## src/rtl/dmem_lsu.sv

```systemverilog
`default_nettype none
// ============================================================================
//  Module      : dmem_lsu
//  Description : Data-memory load/store unit. Accepts one CPU load or store
//                at a time, stalls the pipeline while it drives a
//                single-port SRAM, and returns aligned, extended load data.
//                Misaligned or illegal accesses raise a one-cycle error
//                without touching the SRAM.
//  Revision    : 1.0 - initial release
// ============================================================================
module dmem_lsu #(
  parameter int ADDR_W = 10
) (
  input  logic              clk,
  input  logic              reset,
  input  logic [31:0]       req_addr,
  input  logic [31:0]       req_wdata,
  input  logic              req_read,
  input  logic              req_write,
  input  logic [2:0]        req_funct3,
  output logic [31:0]       resp_rdata,
  output logic              stall,
  output logic              err,
  output logic              sram_en,
  output logic              sram_we,
  output logic [3:0]        sram_be,
  output logic [ADDR_W-1:0] sram_addr,
  output logic [31:0]       sram_wdata,
  input  logic [31:0]       sram_rdata
);

  typedef enum logic [1:0] {
    S_IDLE  = 2'd0,
    S_ISSUE = 2'd1,
    S_WAIT  = 2'd2,
    S_DONE  = 2'd3
  } state_t;

  state_t            state_q, state_d;
  logic [ADDR_W+1:0] addr_q;
  logic [31:0]       wdata_q;
  logic [2:0]        funct3_q;
  logic              write_q;
  logic              illegal_q;
  logic [31:0]       rdata_q;

  logic              w_req;
  logic              w_illegal;
  logic              w_latch;
  logic              w_capture;
  logic [7:0]        w_byte;
  logic [15:0]       w_half;
  logic [31:0]       w_load;
  logic              w_unused_addr;

  // Address bits above the SRAM range are deliberately dropped (addresses wrap).
  assign w_unused_addr = ^req_addr[31:ADDR_W+2];

  assign w_req      = req_read | req_write;
  assign sram_addr  = addr_q[ADDR_W+1:2];
  assign resp_rdata = rdata_q;

  // Classify the incoming request; a simultaneous read+write counts as a write.
  always_comb begin
    w_illegal = 1'b0;
    case (req_funct3)
      3'b000:  w_illegal = 1'b0;
      3'b001:  w_illegal = req_addr[0];
      3'b010:  w_illegal = |req_addr[1:0];
      3'b100:  w_illegal = req_write;
      3'b101:  w_illegal = req_write | req_addr[0];
      default: w_illegal = 1'b1;
    endcase
  end

  // State register; reset returns to IDLE at once so SRAM strobes drop immediately.
  always_ff @(posedge clk or posedge reset) begin
    if (reset) begin
      state_q <= S_IDLE;
    end else begin
      state_q <= state_d;
    end
  end

  // Next-state and strobe decode.
  always_comb begin
    state_d   = state_q;
    stall     = 1'b0;
    sram_en   = 1'b0;
    sram_we   = 1'b0;
    err       = 1'b0;
    w_latch   = 1'b0;
    w_capture = 1'b0;
    case (state_q)
      S_IDLE: begin
        if (w_req) begin
          stall   = 1'b1;
          w_latch = 1'b1;
          state_d = w_illegal ? S_DONE : S_ISSUE;
        end
      end
      S_ISSUE: begin
        stall   = 1'b1;
        sram_en = 1'b1;
        sram_we = write_q;
        state_d = write_q ? S_DONE : S_WAIT;
      end
      S_WAIT: begin
        stall     = 1'b1;
        w_capture = 1'b1;
        state_d   = S_DONE;
      end
      S_DONE: begin
        // A request visible here belongs to the retiring instruction; ignore it.
        err     = illegal_q;
        state_d = S_IDLE;
      end
      default: state_d = S_IDLE;
    endcase
  end

  // Request capture registers, loaded only when IDLE accepts a request.
  always_ff @(posedge clk or posedge reset) begin
    if (reset) begin
      addr_q    <= '0;
      wdata_q   <= '0;
      funct3_q  <= '0;
      write_q   <= 1'b0;
      illegal_q <= 1'b0;
    end else if (w_latch) begin
      addr_q    <= req_addr[ADDR_W+1:0];
      wdata_q   <= req_wdata;
      funct3_q  <= req_funct3;
      write_q   <= req_write;
      illegal_q <= w_illegal;
    end
  end

  // Store lane steering: replicate the datum so the enabled lanes carry it.
  always_comb begin
    sram_be    = 4'b1111;
    sram_wdata = wdata_q;
    case (funct3_q[1:0])
      2'b00: begin
        sram_be    = 4'b0001 << addr_q[1:0];
        sram_wdata = {4{wdata_q[7:0]}};
      end
      2'b01: begin
        sram_be    = addr_q[1] ? 4'b1100 : 4'b0011;
        sram_wdata = {2{wdata_q[15:0]}};
      end
      default: ;
    endcase
  end

  // Load extraction and sign/zero extension of the SRAM read word.
  always_comb begin
    w_byte = sram_rdata[{addr_q[1:0], 3'b000} +: 8];
    w_half = addr_q[1] ? sram_rdata[31:16] : sram_rdata[15:0];
    case (funct3_q)
      3'b000:  w_load = {{24{w_byte[7]}}, w_byte};
      3'b001:  w_load = {{16{w_half[15]}}, w_half};
      3'b100:  w_load = {24'h000000, w_byte};
      3'b101:  w_load = {16'h0000, w_half};
      default: w_load = sram_rdata;
    endcase
  end

  // Load result register; only the WAIT state updates it.
  always_ff @(posedge clk or posedge reset) begin
    if (reset) begin
      rdata_q <= '0;
    end else if (w_capture) begin
      rdata_q <= w_load;
    end
  end

endmodule
`default_nettype wire

```

## config.mk

```make
export PLATFORM = sky130hd
export DESIGN_NAME = dmem_lsu
export DESIGN_NICKNAME = d
export VERILOG_FILES = /design/src/rtl/dmem_lsu.sv
export SDC_FILE = /design/constraint.sdc
export NUM_CORES = 1
export LEC_CHECK = 0
export CORE_UTILIZATION = 25
export DETAILED_ROUTE_END_ITERATION = 8
export SLEW_MARGIN = 20
export SYNTH_ARGS = -nofsm -noshare
export SYNTH_HDL_FRONTEND = slang
export SYNTH_SLANG_ARGS = --single-unit
```

## constraint.sdc

```tcl
create_clock -name clk -period 3.54 [get_ports clk]
set_clock_uncertainty 0.05 [all_clocks]
set_input_delay 0.531 -clock clk [delete_from_list [all_inputs] [get_ports clk]]
set_output_delay 0.531 -clock clk [all_outputs]
set_load 0.05 [all_outputs]
```

==> summary by stage <==
Status
The run finished with clean final reports.

Detailed routing
The number of DRC violations after detailed-routing iteration 0 is 106. The detailed-route wire length is 12350 um. The via-per-instance ratio is 4.714.

After detailed routing, the average wire length per cell comes to 17.06 um. The pre-antenna-repair detailed-routing pass consisted of 4 iterations. The via count is 3413. The count of nets left with antenna violations after detail routing is 0.

The count of unresolved DRC violations after routing is 0.

Logic synthesis
Of all cell types, the one taking the most synthesized area is sky130_fd_sc_hd__dfrtp_1. The sequential element share of the synthesized area is 0.4930. The synthesized netlist net count is 466. The warning count from the yosys run is 0. Counting every instance in the synthesized netlist gives 357. By area the synthesized netlist is led by sky130_fd_sc_hd__dfrtp_1 49%, sky130_fd_sc_hd__mux2_2 17%, sky130_fd_sc_hd__buf_4 3.2%.

The synthesized netlist occupies a cell area of 0.004213 sq mm. The synthesized netlist contains 43 unique library cells. The area share of the largest cell type after synthesis is 0.4930.

The mean area per synthesized cell is 11.80 sq um. The register bit total from synthesis is 83.

Clock network
The H-tree generated during clock tree synthesis spans 3 levels. The quantity of gates resized following cts is 0. The root cell of the clock tree is sky130_fd_sc_hd__clkbuf_16. After clock tree synthesis, the clock-pin slew on the worst setup and hold paths is 0.06 ns. The clock insertion delay at the later pin of the skew report is 0.33 ns. In this run the post-CTS setup repair buffer count came out at 0. The CTS sink count is 83.

The total of hold buffers inserted after clock tree synthesis is 0. The maximum root-to-sink buffer count is 2. The TritonCTS clock tree is yes. The number of buffers added by the clock tree synthesis step is 9.

Timing
The upper clock frequency limit is 0.3271 GHz. In the finished design, the share of the clock period the worst path needs comes to 0.8637. The tightest slew margin relative to the limit is 0.3941. The clock period could shrink to 3.057 ns. The number of endpoints with negative hold slack in the final report is 0. Setup violations remaining at the end of the flow were counted as 0.

The tightest hold path in the finished design has a slack of 0.4223 ns. For the pin with the worst max-slew slack, the measured transition is 0.9088 ns. Setup repair after global routing left no endpoint under its margin.

The final-layout setup total negative slack is 0 ns. The count of final max-slew check failures was 0.

Floorplan
The die is 131.8 um wide. The region available for standard cell placement spans 0.01652 sq mm. The die is 131.8 um tall. The area enclosed by the die boundary is 0.01737 sq mm. The initial utilization of the core area, before any placement, comes to 0.2549. The I/O pin total is 185. In this run the core area contains 47 standard-cell rows.

GRT
The total overflow left after global routing is 0. Entering global routing, the biggest net connects 51 pins. For this run, the total global-route usage over all layers was measured as 0.1469. The first-pass GRT wire length is 19580 um. The number of antenna violations at the first check in global routing is 0. The number of global-route vias before repair came to 3538.

Place
Port buffering added 164 buffers. The final weighted congestion of routability-driven global placement is 0.8464. The number of placed instances, taps included is 708. Summing all placed instances gives a cell area of 0.006035 sq mm. Detailed placement finished with a half-perimeter wire length of 8937 um.

Worst setup path
In this run the worst path has a maximum fanout of 18. The type of the setup path with the least slack is flop to output port. The critical path data required time is 2.96 ns. The worst setup path is launched from a flop. The endpoint class of the critical path is an output port. At the worst endpoint, the arrival time is 2.48 ns.

Finish
Excluding fillers, the count of instances in the completed layout stands at 724. Of the cells placed in the final design, the portion with a size suffix greater than 1 is 0.2044. Compared with the post-synthesis result, the final layout area differs by 49.78%. After routing the design area is 0.006310 sq mm. In the final design database the tool counted 608 nets.

The number of filler cells placed in the layout is 1584. The number of diodes added for antenna fixing is 0.

Hold path
The path category of the worst min-delay check is flop to flop.

Job
The tool flagged a number of max-cap violations equal to 0.
-- per-layer routing --
| layer | GRT usage | vias to the layer above | share of wire |
|---|---|---|---|
| met5 | 0 | - | 0 |
| met4 | 0.05620 | 0 | 0.015 |
| met3 | 0.05306 | 13 | 0.087 |
| met2 | 0.2481 | 149 | 0.48 |
| met1 | 0.1697 | 1684 | 0.42 |
| li1 | - | 1567 | - |
-- cell type report --
type,count,area [sq um],share of cell area
Clock buffer,15,267.8,0.04244
Clock inverter,1,7.507,0.001190
Inverter,8,31.28,0.004957
Multi-Input combinational cell,225,1862,0.2951
Sequential cell,83,2077,0.3292
Tap cell,220,275.3,0.04362
Timing Repair Buffer,172,1789,0.2836
-- synthesized netlist by cell type --
| cell | n |
|---|---|
| sky130_fd_sc_hd__nor3_1 | 2 |
| sky130_fd_sc_hd__buf_2 | 9 |
| sky130_fd_sc_hd__nor2_1 | 7 |
| sky130_fd_sc_hd__nand3b_1 | 6 |
| sky130_fd_sc_hd__dfrtp_1 | 83 |
| sky130_fd_sc_hd__inv_1 | 8 |
| sky130_fd_sc_hd__nand4b_1 | 1 |
| sky130_fd_sc_hd__a221o_2 | 5 |
| sky130_fd_sc_hd__a21o_1 | 1 |
| sky130_fd_sc_hd__a221oi_1 | 1 |
| sky130_fd_sc_hd__or3_1 | 6 |
| sky130_fd_sc_hd__and2b_1 | 6 |
| sky130_fd_sc_hd__ha_1 | 6 |
| sky130_fd_sc_hd__o21bai_1 | 2 |
| sky130_fd_sc_hd__a31oi_1 | 1 |
| sky130_fd_sc_hd__nand2b_1 | 2 |
| sky130_fd_sc_hd__and4b_1 | 1 |
| sky130_fd_sc_hd__o2bb2ai_1 | 7 |
| sky130_fd_sc_hd__clkbuf_1 | 10 |
| sky130_fd_sc_hd__nor2b_1 | 1 |
| sky130_fd_sc_hd__nor4_1 | 1 |
| sky130_fd_sc_hd__nor3b_4 | 1 |
| sky130_fd_sc_hd__and2_1 | 9 |
| sky130_fd_sc_hd__a22oi_1 | 1 |
| sky130_fd_sc_hd__o22ai_1 | 7 |
| sky130_fd_sc_hd__mux2_2 | 64 |
| sky130_fd_sc_hd__o21ai_1 | 1 |
| sky130_fd_sc_hd__buf_1 | 1 |
| sky130_fd_sc_hd__mux2i_1 | 9 |
| sky130_fd_sc_hd__or2b_1 | 1 |
| sky130_fd_sc_hd__a221o_1 | 11 |
| sky130_fd_sc_hd__o31ai_1 | 1 |
| sky130_fd_sc_hd__nand2_1 | 18 |
| sky130_fd_sc_hd__mux4_2 | 1 |
| sky130_fd_sc_hd__a21oi_1 | 18 |
| sky130_fd_sc_hd__o21ai_0 | 22 |
| sky130_fd_sc_hd__buf_6 | 3 |
| sky130_fd_sc_hd__buf_4 | 18 |
| sky130_fd_sc_hd__nand3_1 | 1 |
| sky130_fd_sc_hd__o22a_1 | 1 |
| sky130_fd_sc_hd__nand4_1 | 1 |
| sky130_fd_sc_hd__mux4_1 | 1 |
| sky130_fd_sc_hd__a41oi_1 | 1 |
-- registers in the layout (all words and copies together) (netlist names) --
signal and flops:
illegal_q 1, wdata_q 32, funct3_q 3, resp_rdata 32
addr_q 12, write_q 1, state_q 2
-- worst paths after layout --
kind / slack, ns / cells past startpoint / startpoint / end
hold / removal: 0.42 / 2 / write_q / write_q
setup / recovery: 0.48 / 3 / funct3_q[0] / sram_wdata[27]
hold reg to reg: 0.42 / 2 / write_q / write_q
setup reg to reg: 1.26 / 5 / state_q[0] / resp_rdata[25]
max in group asynchronous: 2.09 / 3 / reset / wdata_q[26]
min in group asynchronous: 0.64 / 2 / reset / addr_q[7]
-- logic make-up (layout without fill, tap and decap cells) --
kind of cell             Yosys count  after routing  synth area share
AO/OA/AOI/OAI                     80             80            0.1298
multiplexers                      75             75            0.2040
buffers and inverters             49            196           0.06772
flip-flops                        83             83            0.4930
adder cells (fa/ha/maj)            6              6           0.01782
AND/OR/NAND/NOR                   64             64           0.08762
-- cell usage in the layout (no fill, tap or decap), drive strengths merged, types with 2 or more instances in the layout --
cell type and instances:
or3 6, o21ai 23, mux2i 9, a21oi 18, o22ai 7, and2b 6
dfrtp 83, inv 7, o21bai 2, buf 18, nor3 2, clkdlybuf4s50 154
nand3b 6, nand2b 2, and2 9, nor2 7, ha 6, o2bb2ai 7
a221o 16, clkbuf 15, mux4 2, mux2 64, nand2 18
-- per-stage QoR --
stage	setup slack, ns	utilization
6_report	0.4826	0.3818
5_1_grt	0.2520	0.3818
4_1_cts	0.4120	0.3818
3_5_place_dp	0.8012	0.3652
3_3_place_gp	0.7959	0.3652
2_1_floorplan	0.8222	-
-- worst max-delay path: stages (launching register included) --
cell	delay [ns]
sky130_fd_sc_hd__dfrtp_1	0.86
sky130_fd_sc_hd__mux2i_1	0.22
sky130_fd_sc_hd__o21ai_0	0.22
sky130_fd_sc_hd__clkdlybuf4s50_1	0.83
Power is left out: the tool's default activity adds up to more than one toggle a clock period on the data nets, which glitch-free logic cannot reach.
